$ cat src/rtl/mp_register_file_m_pkg.sv
// Shared register-file types and constants for the core's operand datapath.
// The types are sized for the default core configuration (32 x 32-bit).
package mp_register_file_m_pkg;

  localparam int RF_DATA_WIDTH = 32;
  localparam int RF_NUM_REGS   = 32;
  localparam int RF_IDX_W      = $clog2(RF_NUM_REGS);

  typedef logic [RF_IDX_W-1:0]      reg_index_t;
  typedef logic [RF_DATA_WIDTH-1:0] reg_data_t;

  localparam reg_index_t REG_ZERO     = '0;
  localparam reg_data_t  REG_ZERO_VAL = '0;

  // One writeback port; packed so arrays of ports stay packed.
  typedef struct packed {
    reg_index_t addr;
    reg_data_t  data;
    logic       en;
  } rf_wr_port_t;

endpackage

$ cat src/rtl/mp_register_file_m_rf_scoreboard.sv
// Per-register pending scoreboard: flush beats alloc, alloc beats writeback.
// Exposes next-state pending so read_ready can bypass the same-cycle update.
module rf_scoreboard_m
  import mp_register_file_m_pkg::*;
#(
  parameter int NUM_REGS    = 32,
  parameter int IDX_W       = $clog2(NUM_REGS),
  parameter int ZERO_REG_EN = 1
) (
  input  logic                clk,
  input  logic                reset,
  input  logic                i_alloc_valid,
  input  logic [IDX_W-1:0]    i_alloc_addr,
  input  logic                i_flush,
  input  logic [NUM_REGS-1:0] i_wr_hit,
  output logic [NUM_REGS-1:0] o_pending,
  output logic [NUM_REGS-1:0] o_pending_nxt
);

  logic [NUM_REGS-1:0] r_pending;
  logic [NUM_REGS-1:0] w_pending_nxt;

  always_comb begin
    w_pending_nxt = r_pending;
    for (int i = 0; i < NUM_REGS; i++) begin
      if (i_flush) begin
        w_pending_nxt[i] = 1'b0;
      end else if (i_alloc_valid && (i_alloc_addr == IDX_W'(i))) begin
        w_pending_nxt[i] = 1'b1;
      end else if (i_wr_hit[i]) begin
        w_pending_nxt[i] = 1'b0;
      end
    end
    // The zero register never has a producer in flight.
    if (ZERO_REG_EN != 0) begin
      w_pending_nxt[IDX_W'(REG_ZERO)] = 1'b0;
    end
  end

  always_ff @(posedge clk or posedge reset) begin
    if (reset) begin
      r_pending <= '0;
    end else begin
      r_pending <= w_pending_nxt;
    end
  end

  assign o_pending     = r_pending;
  assign o_pending_nxt = w_pending_nxt;

endmodule

$ cat src/rtl/mp_register_file_m.sv
// Multi-port register file with write-to-read bypass, optional hardwired zero
// register and an integrated pending scoreboard; one-cycle registered reads.
module mp_register_file_m
  import mp_register_file_m_pkg::*;
#(
  parameter int DATA_WIDTH      = 32,
  parameter int NUM_REGS        = 32,
  parameter int NUM_READ_PORTS  = 2,
  parameter int NUM_WRITE_PORTS = 1,
  parameter int ZERO_REG_EN     = 1,
  parameter int IDX_W           = $clog2(NUM_REGS)
) (
  input  logic                                  clk,
  input  logic                                  reset,
  input  logic [NUM_READ_PORTS*IDX_W-1:0]       read_reg_addr,
  output logic [NUM_READ_PORTS*DATA_WIDTH-1:0]  read_data,
  output logic [NUM_READ_PORTS-1:0]             read_ready,
  input  logic [NUM_WRITE_PORTS*IDX_W-1:0]      write_reg_addr,
  input  logic [NUM_WRITE_PORTS*DATA_WIDTH-1:0] write_data,
  input  logic [NUM_WRITE_PORTS-1:0]            write_enable,
  input  logic                                  alloc_valid,
  input  logic [IDX_W-1:0]                      alloc_addr,
  input  logic                                  flush,
  output logic [NUM_REGS-1:0]                   pending_vec
);

  function automatic logic f_is_zero(input logic [IDX_W-1:0] a);
    return (ZERO_REG_EN != 0) && (a == IDX_W'(REG_ZERO));
  endfunction

  logic [IDX_W-1:0]      w_wr_addr [NUM_WRITE_PORTS];
  logic [DATA_WIDTH-1:0] w_wr_data [NUM_WRITE_PORTS];
  logic [NUM_WRITE_PORTS-1:0] w_wr_en;
  logic [NUM_REGS-1:0]   w_wr_hit;

  logic [IDX_W-1:0]      w_rd_addr     [NUM_READ_PORTS];
  logic [DATA_WIDTH-1:0] w_rd_data_nxt [NUM_READ_PORTS];
  logic [NUM_READ_PORTS-1:0] w_rd_ready_nxt;

  logic [NUM_REGS-1:0]   w_pending;
  logic [NUM_REGS-1:0]   w_pending_nxt;

  logic [DATA_WIDTH-1:0] r_regs       [NUM_REGS];
  logic [DATA_WIDTH-1:0] r_rd_data_p1 [NUM_READ_PORTS];
  logic [NUM_READ_PORTS-1:0] r_rd_ready_p1;

  // Writes to the zero register are squashed here so storage, bypass and
  // scoreboard all see the same filtered enables.
  always_comb begin
    w_wr_hit = '0;
    for (int p = 0; p < NUM_WRITE_PORTS; p++) begin
      w_wr_addr[p] = write_reg_addr[p*IDX_W +: IDX_W];
      w_wr_data[p] = write_data[p*DATA_WIDTH +: DATA_WIDTH];
      w_wr_en[p]   = write_enable[p] && !f_is_zero(w_wr_addr[p]);
      if (w_wr_en[p]) begin
        w_wr_hit[w_wr_addr[p]] = 1'b1;
      end
    end
  end

  // Ascending port order: the highest-numbered enabled port wins.
  always_ff @(posedge clk or posedge reset) begin
    if (reset) begin
      for (int i = 0; i < NUM_REGS; i++) begin
        r_regs[i] <= '0;
      end
    end else begin
      for (int p = 0; p < NUM_WRITE_PORTS; p++) begin
        if (w_wr_en[p]) begin
          r_regs[w_wr_addr[p]] <= w_wr_data[p];
        end
      end
    end
  end

  rf_scoreboard_m #(
    .NUM_REGS    (NUM_REGS),
    .IDX_W       (IDX_W),
    .ZERO_REG_EN (ZERO_REG_EN)
  ) u_scoreboard (
    .clk           (clk),
    .reset         (reset),
    .i_alloc_valid (alloc_valid),
    .i_alloc_addr  (alloc_addr),
    .i_flush       (flush),
    .i_wr_hit      (w_wr_hit),
    .o_pending     (w_pending),
    .o_pending_nxt (w_pending_nxt)
  );

  // Read stage p0: storage lookup with same-cycle write bypass.
  always_comb begin
    for (int r = 0; r < NUM_READ_PORTS; r++) begin
      w_rd_addr[r]     = read_reg_addr[r*IDX_W +: IDX_W];
      w_rd_data_nxt[r] = r_regs[w_rd_addr[r]];
      for (int p = 0; p < NUM_WRITE_PORTS; p++) begin
        if (w_wr_en[p] && (w_wr_addr[p] == w_rd_addr[r])) begin
          w_rd_data_nxt[r] = w_wr_data[p];
        end
      end
      if (f_is_zero(w_rd_addr[r])) begin
        w_rd_data_nxt[r] = DATA_WIDTH'(REG_ZERO_VAL);
      end
      w_rd_ready_nxt[r] = ~w_pending_nxt[w_rd_addr[r]];
    end
  end

  // Read stage p1: registered outputs.
  always_ff @(posedge clk or posedge reset) begin
    if (reset) begin
      for (int r = 0; r < NUM_READ_PORTS; r++) begin
        r_rd_data_p1[r] <= '0;
      end
      r_rd_ready_p1 <= '1;
    end else begin
      for (int r = 0; r < NUM_READ_PORTS; r++) begin
        r_rd_data_p1[r] <= w_rd_data_nxt[r];
      end
      r_rd_ready_p1 <= w_rd_ready_nxt;
    end
  end

  for (genvar g = 0; g < NUM_READ_PORTS; g++) begin : g_rd_out
    assign read_data[g*DATA_WIDTH +: DATA_WIDTH] = r_rd_data_p1[g];
  end

  assign read_ready  = r_rd_ready_p1;
  assign pending_vec = w_pending;

endmodule

$ cat config.mk
export PLATFORM = sky130hd
export DESIGN_NAME = mp_register_file_m
export DESIGN_NICKNAME = d
export VERILOG_FILES = /design/src/rtl/mp_register_file_m_pkg.sv /design/src/rtl/mp_register_file_m_rf_scoreboard.sv /design/src/rtl/mp_register_file_m.sv
export SDC_FILE = /design/constraint.sdc
export NUM_CORES = 2
export LEC_CHECK = 0
export ABC_AREA = 1
export BUFFER_PORTS_ARGS = -buffer_cell sky130_fd_sc_hd__buf_2
export CORE_MARGIN = 3
export CORE_UTILIZATION = 24
export DETAILED_ROUTE_END_ITERATION = 10
export SYNTH_ARGS = -nofsm -noshare
export SYNTH_HDL_FRONTEND = slang
export SYNTH_HIERARCHICAL = 1
export SYNTH_SLANG_ARGS = --single-unit
$ cat constraint.sdc
create_clock -name clk -period 43 [get_ports clk]
set_input_delay 2.15 -clock clk [delete_from_list [all_inputs] [get_ports clk]]
set_output_delay 2.15 -clock clk [all_outputs]
set_load 0.02 [all_outputs]
==> metrics.md <==
| Metric | Value |
|---|---|
| Reg2reg start | r_regs[473] |
| DR WL/cell | 20.9 µm |
| GR Util All Layers | 0.186 |
| CTS tree | yes |
| Total routed wirelength | 263 mm |
| Layout cells sized above 1 | 0.0648 |
| PD cells | 44.5 nW/µm² |
| Status | complete, no violations |
| CP startpoint | reset |
| Placed Area | 67,000 µm² |
| FP Rows | 189 |
| Post-route minimum period | 5590 ps |
| CTS sink count | 1,121 |
| Post-CTS Setup Repair Bufs | 0 |
| Number of CTS-inserted buffers | 114 |
| Vias in the first global route | 58,000 |
| CP arrival | 6320 ps |
| Clock Skew | 33.2 ps |
| Final Worst Setup Slack | 37,410 ps |
| Hold Path Stages | 0 |
| Synth Cell Area | 64,100 µm² |
| Slew headroom | 0.170 |
| GRT overflow | 0 |
| Multi-input combinational cell area | 28,500 µm² |
| Final Hold Viols | 0 |
| Later-pin clock latency in the skew report | 760 ps |
| Reg area | 28,100 µm² |
| Clk slew on worst S/H paths | 60 ps |
| Die area | 273,000 µm² |
| Htree depth | 3 |
| Root Buffer | clkbuf_16 |
| R2R Path End | read_data[57] |
| Ports | 155 |
| Via density per instance | 5.01 |
| Post-layout util | 0.268 |
| Total number of vias | 62,900 |
| Chip width | 523 µm |
| Hold_buf cts | 0 |
| Avg Cell Area, Syn | 6.87 µm² |
| Net Switching | 1.04 mW |
| Core Area | 265,000 µm² |
| Peak supply drop | 0.0352 mV |
| CTS resizes | 0 |
| Synth Instances | 9,330 |
| CP Launch Type | input port |
| Die Y | 523 µm |
| Placed Cells | 12,300 |
| Pins over their slew limit | 0 |
| Iteration-0 DRC Markers | 9,205 |
| Leakage | 33.9 nW |
| DP Wirelength | 146 mm |
| Initial core utilization | 0.241 |
| CP endpoint kind | asynchronous set/reset pin |
| Worst endpoint required time | 43,730 ps |
| Sw frac | 0.327 |
| Filler instances | 29,300 |
| Worst-margin pin slew | 1250 ps |
| Initial antenna violation count | 22 |
| # DRC | 0 |
| RSZ-0062 raised after global routing | no |
| Crit Path Class | input port to asynchronous set/reset pin |
| Combinational power share | 0.215 |
| Place WS | 36,480 ps |
| Peak fanout along the critical path | 107 |
| Crit share post-route | 0.130 |
| Hold Path Origin | r_regs[1008] |
| Sequential share of power | 0.429 |
| Layout Area Growth over Synthesis | 11.1% |
| Int Pwr | 2.13 mW |
| Worst reg-to-reg path cell count | 8 |
| Longest Clk Path Bufs | 3 |
| Post-route ant nets | 0 |
| Final Non-Filler Cells | 12,600 |
| Fin Hold WS | 377 ps |
| Total Nets Final | 8,970 |
| Port Buf Inserts | 153 |
| Final setup vio count | 0 |
| Cell area after layout | 71,200 µm² |
| RD Place Congestion | 0.844 |
| DR pass1 iterations | 6 |
| Total power | 3.17 mW |
| WHS Endpoint | r_regs[1008] |
| Max-Cap Viols | 0 |
| Clock Power Share | 0.355 |
| Reg2reg setup slack | 41,250 ps |
| F_max | 179 MHz |
| Hold WC Path Type | register to register |
| Largest net degree at the start of global routing | 211 |
| TNS Setup | 0 ps |
| First-pass GRT wire length | 388 mm |
| YS warnings | 6 |
-- state kept, by name, summed over array words and instances (netlist names) --
register,flops
read_ready,2
r_regs,1024
read_data,64
u_scoreboard/o_pending,31
-- layer usage --
metal / wire length (µm) / part of all wire / GRT usage / vias to the layer above
met5: 76 / 0.00029 / 0 / -
met1: 110000 / 0.42 / 0.257 / 29800
met3: 30400 / 0.12 / 0.0451 / 601
li1: - / - / - / 28800
met4: 11300 / 0.043 / 0.0691 / 10
met2: 110000 / 0.42 / 0.281 / 3674
-- final cells by class --
| type | count | share of cell area |
|---|---|---|
| antenna | 10 | 0.000352 |
| clock buffer | 155 | 0.0461 |
| multi-input combinational | 6304 | 0.400 |
| sequential | 1121 | 0.394 |
| tap | 3533 | 0.0621 |
| timing repair buffer | 278 | 0.0262 |
| inverter | 1094 | 0.0584 |
| clock inverter | 60 | 0.0123 |
-- how the worst max path moves through the flow --
stage	slack (ps)	endpoint	depth (start not counted)
detailed placement	36480	r_regs[113]	6
global placement	36500	r_regs[113]	6
global route	36810	r_regs[209]	6
CTS	37290	r_regs[209]	6
floorplan	10170	r_regs[0]	1
finish	37410	r_regs[62]	6
-- layout by cell type, fill, tap and decap left out, types with 3 or more instances in the layout --
cell           n
nand2_1     2957
nand3_1     1569
o21ai_0     1125
dfrtp_1     1119
inv_1       1072
a21oi_1      193
o211ai_1     186
buf_2        143
nor2_1       135
buf_4        121
clkbuf_16    116
o21ai_1       37
or2_2         34
clkinv_2      25
clkbuf_8      23
nor2_4        21
bufinv_16     20
nand2_4       16
clkbuf_1      16
inv_2         12
clkinvlp_4    12
diode_2       10
buf_12         7
nor3_1         6
inv_8          5
inv_6          5
buf_8          5
nor2_2         4
nor3_2         3
xnor2_1        3
xor2_1         3
nand4_1        3
-- power groups by stage --
stage / clock, mW / sequential, mW / combinational (mW)
final: 1.13 / 1.36 / 0.682
after global routing: 1.18 / 1.38 / 0.780
after CTS: 1.14 / 1.36 / 0.673
after detailed placement: 0 / 1.37 / 0.670
after global placement: 0 / 1.37 / 0.662
after floorplan: 0 / 1.36 / 0.495
-- worst max-delay path, cell delays in order --
cell and delay (ps):
buf_2 140, inv_8 500, buf_4 720, buf_4 810, buf_4 820, buf_4 860
Note: power is estimated with default switching activity, not from simulation.
